--- src/rtl/game_log_uart_tx.sv ---
// Game event UART transmitter: sends each accepted event as the 12-byte ASCII line
// "Gdddd Cc r\r\n" at 8N1, LSB first, with one idle cycle between bytes.
module game_log_uart_tx #(
  parameter int CLK_HZ = 50_000_000,
  parameter int BAUD   = 115_200
) (
  input  logic        CLOCK_50,
  input  logic        reset,
  input  logic        ev_valid,
  output logic        ev_ready,
  input  logic [15:0] ev_guess,
  input  logic [2:0]  ev_chances,
  input  logic [1:0]  ev_result,
  output logic        uart_txd,
  output logic        busy
);

  localparam int            CLKS_PER_BIT = CLK_HZ / BAUD;
  localparam int            CW           = $clog2(CLKS_PER_BIT);
  localparam logic [CW-1:0] CNT_LAST     = CW'(CLKS_PER_BIT - 1);
  localparam logic [3:0]    LAST_BYTE    = 4'd11;

  typedef enum logic [2:0] {
    S_IDLE,
    S_START,
    S_DATA,
    S_STOP,
    S_NEXT
  } state_t;

  state_t        r_state;
  logic [CW-1:0] r_cnt;
  logic [2:0]    r_bit;
  logic [3:0]    r_idx;
  logic [15:0]   r_guess;
  logic [2:0]    r_chances;
  logic [1:0]    r_result;
  logic          r_txd;
  logic [7:0]    w_char;

  // 0..9 -> '0'..'9', 10..15 -> 'A'..'F' (0x41 + n - 10 == 0x37 + n).
  function automatic logic [7:0] hex_ascii(input logic [3:0] n);
    return (n < 4'd10) ? (8'h30 + {4'h0, n}) : (8'h37 + {4'h0, n});
  endfunction

  always_comb begin
    w_char = 8'h20;
    case (r_idx)
      4'd0:    w_char = 8'h47;
      4'd1:    w_char = hex_ascii(r_guess[15:12]);
      4'd2:    w_char = hex_ascii(r_guess[11:8]);
      4'd3:    w_char = hex_ascii(r_guess[7:4]);
      4'd4:    w_char = hex_ascii(r_guess[3:0]);
      4'd5:    w_char = 8'h20;
      4'd6:    w_char = 8'h43;
      4'd7:    w_char = 8'h30 + {5'b0, r_chances};
      4'd8:    w_char = 8'h20;
      4'd9: begin
        case (r_result)
          2'd0:    w_char = 8'h4D;
          2'd1:    w_char = 8'h57;
          2'd2:    w_char = 8'h4C;
          default: w_char = 8'h3F;
        endcase
      end
      4'd10:   w_char = 8'h0D;
      4'd11:   w_char = 8'h0A;
      default: w_char = 8'h20;
    endcase
  end

  // NOTE: state is updated with <= so every branch sees the pre-edge values of all registers.
  always_ff @(posedge CLOCK_50) begin
    if (reset) begin
      r_state   <= S_IDLE;
      r_cnt     <= '0;
      r_bit     <= '0;
      r_idx     <= '0;
      r_guess   <= '0;
      r_chances <= '0;
      r_result  <= '0;
      r_txd     <= 1'b1;
    end else begin
      case (r_state)
        S_IDLE: begin
          r_txd <= 1'b1;
          if (ev_valid) begin
            r_guess   <= ev_guess;
            r_chances <= ev_chances;
            r_result  <= ev_result;
            r_idx     <= '0;
            r_cnt     <= '0;
            r_txd     <= 1'b0;
            r_state   <= S_START;
          end
        end
        S_START: begin
          if (r_cnt == CNT_LAST) begin
            r_cnt   <= '0;
            r_bit   <= '0;
            r_txd   <= w_char[0];
            r_state <= S_DATA;
          end else begin
            r_cnt <= r_cnt + 1'b1;
          end
        end
        S_DATA: begin
          if (r_cnt == CNT_LAST) begin
            r_cnt <= '0;
            if (r_bit == 3'd7) begin
              r_txd   <= 1'b1;
              r_state <= S_STOP;
            end else begin
              r_bit <= r_bit + 3'd1;
              r_txd <= w_char[r_bit + 3'd1];
            end
          end else begin
            r_cnt <= r_cnt + 1'b1;
          end
        end
        S_STOP: begin
          if (r_cnt == CNT_LAST) begin
            r_cnt   <= '0;
            r_state <= S_NEXT;
          end else begin
            r_cnt <= r_cnt + 1'b1;
          end
        end
        S_NEXT: begin
          // The start bit is driven here; w_char follows the new index by the time data begins.
          if (r_idx == LAST_BYTE) begin
            r_idx   <= '0;
            r_state <= S_IDLE;
          end else begin
            r_idx   <= r_idx + 4'd1;
            r_txd   <= 1'b0;
            r_state <= S_START;
          end
        end
        default: begin
          r_txd   <= 1'b1;
          r_state <= S_IDLE;
        end
      endcase
    end
  end

  assign ev_ready = (r_state == S_IDLE);
  assign busy     = (r_state != S_IDLE);
  assign uart_txd = r_txd;

endmodule

--- config.mk ---
export PLATFORM = sky130hd
export DESIGN_NAME = game_log_uart_tx
export DESIGN_NICKNAME = d
export VERILOG_FILES = /design/src/rtl/game_log_uart_tx.sv
export SDC_FILE = /design/constraint.sdc
export NUM_CORES = 1
export LEC_CHECK = 0
export CELL_PAD_IN_SITES_DETAIL_PLACEMENT = 2
export CELL_PAD_IN_SITES_GLOBAL_PLACEMENT = 2
export CORE_ASPECT_RATIO = 1.5
export CORE_MARGIN = 2
export CORE_UTILIZATION = 33
export DETAILED_ROUTE_END_ITERATION = 12
export GPL_ROUTABILITY_DRIVEN = 0
export PLACE_DENSITY_LB_ADDON = 0.1
export REMOVE_ABC_BUFFERS = 1
export SLEW_MARGIN = 20
export SYNTH_ARGS = -nofsm -noshare
export SYNTH_HDL_FRONTEND = slang
export SYNTH_SLANG_ARGS = --single-unit
--- constraint.sdc ---
create_clock -name CLOCK_50 -period 2.8 [get_ports CLOCK_50]
set_input_delay 0.56 -clock CLOCK_50 [delete_from_list [all_inputs] [get_ports CLOCK_50]]
set_output_delay 0.56 -clock CLOCK_50 [all_outputs]
set_load 0.01 [all_outputs]
==> results of run 1 <==
-- registers in the layout (all words and copies together), names as in the netlist --
register	cells
r_result	2
r_state	3
r_chances	3
uart_txd	1
r_cnt	9
r_bit	3
r_idx	4
r_guess	16
-- critical path, stage by stage (launching register included) --
cell,delay [ps]
dfxtp_1,420
inv_1,90
ha_1,280
and3b_1,280
a21boi_1,150
a311oi_1,340
and4_4,340
a2111oi_4,70
o31ai_1,290
a22oi_1,140
-- synth_stat cells, types with 4 or more instances --
cell type	number	share of area
o22ai_1	4	0.0095
nor2_1	29	0.042
and4b_1	4	0.015
a21oi_1	40	0.076
nor3_1	9	0.017
clkbuf_1	8	0.011
ha_1	12	0.057
dfxtp_1	41	0.31
nand2b_1	5	0.012
nor2b_1	6	0.014
o21ai_0	16	0.031
xor2_1	5	0.017
buf_2	8	0.015
xnor2_1	6	0.020
a211oi_1	5	0.014
nand3_1	11	0.021
inv_1	17	0.024
nand2_1	72	0.10
-- cell type report --
cell class | instances | area, µm² | area share
clock buffer | 5 | 125 | 0.0400
clock inverter | 3 | 28.8 | 0.00920
inverter | 17 | 63.8 | 0.0204
multi-input combinational | 278 | 1650 | 0.528
sequential | 41 | 821 | 0.263
tap | 102 | 128 | 0.0408
timing repair buffer | 31 | 310 | 0.0992
-- report_power, final --
part	switching (µW)	total (µW)	internal [µW]
combinational	347	618	271
sequential	133	802	668
clock	278	622	344
total	758	2040	1280
-- per-stage QoR --
step	power (µW)	cell area, µm²	util
floorplan	1170	2530	-
global placement	1430	2970	0.388
detailed placement	1450	2970	0.388
CTS	2080	3130	0.408
global route	2190	3130	0.408
finish	2040	3130	0.408
-- layer usage --
| metal | track usage | share of wire | up-vias |
|---|---|---|---|
| met1 | 0.211 | 0.40 | 1278 |
| met4 | 0.0582 | 0.016 | 0 |
| li1 | - | - | 1284 |
| met5 | 0 | 0 | - |
| met2 | 0.394 | 0.57 | 20 |
| met3 | 0.0247 | 0.015 | 8 |
-- how the worst min path moves through the flow --
stage | slack, ps | cells after the start | to
2_1_floorplan | 430 | 2 | r_chances[2]$_SDFFE_PP0P_
3_5_place_dp | 460 | 2 | r_chances[1]$_SDFFE_PP0P_
6_report | 470 | 2 | r_chances[1]$_SDFFE_PP0P_
5_1_grt | 500 | 2 | r_chances[1]$_SDFFE_PP0P_
3_3_place_gp | 460 | 2 | r_chances[1]$_SDFFE_PP0P_
4_1_cts | 470 | 2 | r_chances[1]$_SDFFE_PP0P_
-- cells by family after synthesis --
kind of cell	synth area share
AOI/OAI and AO/OA	0.235
xor gates and xnor gates	0.0368
adders and majority gates	0.0573
buffers and inverters	0.0568
DFF	0.313
and+or+nand+nor	0.300
==> impl_metrics.csv, run 1 <==
group,metric,value,unit
power,ir_drop,0.294,mV
clock_tree,cts_made_buffers,5,
routing,postRouteAntennaNets,0,
timing,rsz0062_at_grt,"false",
min_path,worstHoldStart,"r_chances[1]$_SDFFE_PP0P_",
clock_tree,cts_tree,"done",
synthesis,synth_edf_count,0,
global_routing,grt_pass1_vias,2775,
clock_tree,ctsResizeCount,0,
clock_tree,path_clk_slew,70,ps
routing,wl_per_cell,16.9,µm
timing,setup_ws,261,ps
clock_tree,ctsHoldBuffers,0,
timing,hold_viol_final,0,
setup_path,crit_start,"r_idx[1]$_SDFFE_PP0P_",
die,core_area,7660,µm²
setup_path,crit_required,2960,ps
power,leakage,0.00110,µW
layout,syn_to_final_growth,19.3,%
layout,nFillCells,916,
setup_path,timing.rr.end,"uart_txd$_SDFFE_PP1P_",
setup_path,endpoint,"uart_txd$_SDFFE_PP1P_",
status,status,"finished, final reports clean",
min_path,hp-class,"register to register",
layout,stdcell_count,477,
timing,slew_headroom,0.582,
global_routing,antenna_found_initial,0,
placed_design,dp_cells,469,
run,drv_cap,0,
timing,setup_viol,0,
clock_tree,clock_path_buffers,2,
routing,drc,0,
timing,drv_slew,0,
placed_design,port_buffers,26,
timing,finalCritPeriodShare,0.907,
timing,post-route-min-period,2540,ps
timing,clock_skew,5.31,ps
placed_design,dpl.hpwl,6300,µm
layout,n_antenna_cell,0,
setup_path,crit_path_end_kind,"register",
routing,vias_per_cell,5.43,
synthesis,yosys.cell_types.count,57,
synthesis,synth_seq_cells,41,
setup_path,crit_path_max_fanout,7,
global_routing,grt_first_pass_wirelength,13800,µm
die,die_x,76.8,µm
die,design.die.area,8680,µm²
die,num_rows,39,
timing,max_freq,0.394,GHz
synthesis,synth_area_per_cell,7.40,µm²
layout,num-nets-final,410,
clock_tree,clkLatencyLatePin,290,ps
routing,dr_total_vias,2590,
layout,final_common_cell,"nand2_1",
die,die_h,113,µm
synthesis,synth_top_flop_cell,"dfxtp_1",
global_routing,grt_usage,0.197,
layout,drive_gt1_frac,0.0667,
clock_tree,h-tree-depth,2,
synthesis,netlist_instances,354,
routing,routed_wl,8070,µm
placed_design,dp_slack,239,ps
setup_path,critPathLaunchType,"register",
clock_tree,clkSinkCount,41,
global_routing,grt_remaining_overflow,0,
synthesis,synthesis.area,2620,µm²
setup_path,path_class,"register to register",
die,pin_count,27,
layout,mostFrequentLayoutCells,"nand2_1 (72), dfxtp_1 (41), a21oi_1 (40)",
power,powerDensity,653,nW/µm²
timing,fin_setup_tns,0,ps
die,initial_utilization,0.342,
setup_path,arrival,2700,ps
clock_tree,cts_setup_buffers,0,
setup_path,rrSetupSlack,260,ps
clock_tree,cts-root-buf,"clkbuf_16",
setup_path,reg2reg_from,"r_idx[1]$_SDFFE_PP0P_",
synthesis,synthArstFlopShare,0,
timing,max_slew.worst_pin.slew,626,ps
global_routing,grt_max_degree,21,
setup_path,reg2regPathDepth,9,
routing,drt_iter0_drc,90,
timing,fin_hold_ws,467,ps
routing,drtPass1Iterations,5,
synthesis,ys_seq_area_frac,0.313,
synthesis,yosys_warnings,0,
Note: power is estimated with default switching activity, not from simulation.
==> inputs of run 2 (changes only) <==
Settings changed: ABC_CLOCK_PERIOD_IN_PS set to 2300, CORE_UTILIZATION 33 to 30.
Clock period 2.8 ns to 2.3 ns, I/O delays scaled along.
==> run 2 against run 1 <==
Die area is 9.6% higher. Clock skew is 1.1 ps lower. Sequential share of layout area is 1.4 points lower. Cell area is 6.2% higher. Hold slack better by 12 ps. Sequential cell count stayed put. Global-route usage is 1.1 points lower. Sequential power is 21% higher. Combinational power is 28% higher. Wire length is 7.1% higher. Critical path type is now register to primary output.
==> impl_metrics.csv, run 2 (same netlist as run 1, synthesis figures left out) <==
group,metric,value,unit
layout,num-nets-final,423,
die,die_x,80.3,µm
routing,drtPass1Iterations,4,
setup_path,crit_path_max_fanout,10,
timing,drv_slew,0,
global_routing,grt_max_degree,23,
min_path,hp-class,"register to register",
routing,dr_total_vias,2687,
die,initial_utilization,0.310,
layout,syn_to_final_growth,26.8,%
layout,multi_input_area,1730,µm²
die,pin_count,27,
timing,post-route-min-period,2220,ps
timing,fin_setup_tns,0,ps
power,power_frac_clock,0.319,
placed_design,port_buffers,26,
layout,mostFrequentLayoutCells,"nand2_1 (72), a21oi_1 (39), dfxtp_1 (38)",
clock_tree,ctsHoldBuffers,0,
placed_design,dpl.hpwl,6540,µm
clock_tree,path_clk_slew,70,ps
placed_design,placed_area,3040,µm²
layout,final_common_cell,"nand2_1",
layout,largest_register_ffs,16,
power,leakage,0.00116,µW
clock_tree,cts-root-buf,"clkbuf_16",
die,die_h,118,µm
routing,drt_iter0_drc,55,
routing,vias_per_cell,5.43,
die,design.die.area,9510,µm²
routing,routed_wl,8640,µm
power,internal_power,1680,µW
run,drv_cap,0,
layout,reg_top3,"r_guess (16), r_cnt (9), r_idx (4)",
clock_tree,clkSinkCount,41,
status,status,"finished, final reports clean",
power,switchingPower,919,µW
layout,drive_gt1_frac,0.142,
layout,stdcell_count,495,
setup_path,path_class,"register to primary output",
timing,slew_headroom,0.718,
timing,clock_skew,4.23,ps
power,ir_drop,0.314,mV
clock_tree,cts_tree,"done",
routing,drc,0,
layout,nFillCells,1018,
power,swShare,0.354,
clock_tree,h-tree-depth,2,
timing,rsz0062_at_grt,"true",
layout,fin_area,3320,µm²
timing,max_freq,0.450,GHz
clock_tree,cts_made_buffers,5,
layout,regArea,827,µm²
routing,wl_per_cell,17.5,µm
global_routing,grt_remaining_overflow,0,
power,pwr-share-comb,0.306,
setup_path,crit_path_end_kind,"primary output",
global_routing,grt_usage,0.186,
die,core_area,8460,µm²
die,num_rows,41,
global_routing,grt_first_pass_wirelength,13900,µm
layout,post-route-util,0.392,
power,sequentialPowerShare,0.375,
setup_path,crit_required,1840,ps
setup_path,critPathLaunchType,"register",
routing,postRouteAntennaNets,0,
setup_path,arrival,1760,ps
power,powerDensity,781,nW/µm²
global_routing,antenna_found_initial,0,
layout,regMostFlops,"r_guess",
layout,n_antenna_cell,0,
timing,finalCritPeriodShare,0.967,
clock_tree,clkLatencyLatePin,290,ps
timing,max_slew.worst_pin.slew,421,ps
timing,hold_viol_final,0,
timing,setup_viol,0,
placed_design,dp_cells,484,
clock_tree,clock_path_buffers,2,
global_routing,grt_pass1_vias,2812,
run 2: cell types whose count changed in the layout (fill, tap and decap cells not counted), moves of 3 or more:
cell / delta
buf_4: +14
dfxtp_1: -3
ha_1: -3
ha_2: +3
run 2: critical path: stages (launching register included):
cell and delay, ps:
dfxtp_1 400, or3_4 430, inv_1 100, clkdlybuf4s50_1 540
run 2: power by group through the flow:
stage	combinational [µW]	clock, µW	sequential [µW]
CTS	794	853	969
global route	907	879	998
global placement	760	0	979
finish	794	829	973
detailed placement	787	0	984
floorplan	481	0	938
run 2: final timing paths:
check	depth (start not counted)	slack (ps)	from	to
max reg2reg	9	100	r_idx[1]$_SDFFE_PP0P_	uart_txd$_SDFFE_PP1P_
max	3	80	r_state[1]$_SDFFE_PP0P_	ev_ready
min	2	480	r_chances[2]$_SDFFE_PP0P_	r_chances[2]$_SDFFE_PP0P_
min reg2reg	2	480	r_chances[2]$_SDFFE_PP0P_	r_chances[2]$_SDFFE_PP0P_
run 2: timing repair:
| item | 4_1_cts | 5_1_grt |
|---|---|---|
| buffers inserted | 0 | 3 |
| setup endpoints to repair | 1 | 2 |
| gates resized for setup | 4 | 17 |
| pin swaps | 0 | 6 |
run 2: metal layers:
metal / share of wire / global-route usage
met4: 0.011 / 0.0445
met3: 0.019 / 0.0260
met2: 0.58 / 0.368
met1: 0.39 / 0.197
met5: 0 / 0
run 2: through the flow:
step	total power (µW)	worst slack, ps	hold slack (ps)
2_1_floorplan	1420	246	431
4_1_cts	2620	32.9	483
6_report	2600	76.9	479
3_3_place_gp	1740	-94.7	462
5_1_grt	2780	-68.1	504
3_5_place_dp	1770	-141	473
run 2: final cells by class:
| cell class | instances | area share |
|---|---|---|
| repair buffers | 44 | 0.119 |
| multi-input cells | 278 | 0.521 |
| flip-flops and latches | 41 | 0.249 |
| well taps | 107 | 0.0403 |
| clock inverters | 3 | 0.0139 |
| clock buffers | 5 | 0.0377 |
| inverters | 17 | 0.0192 |
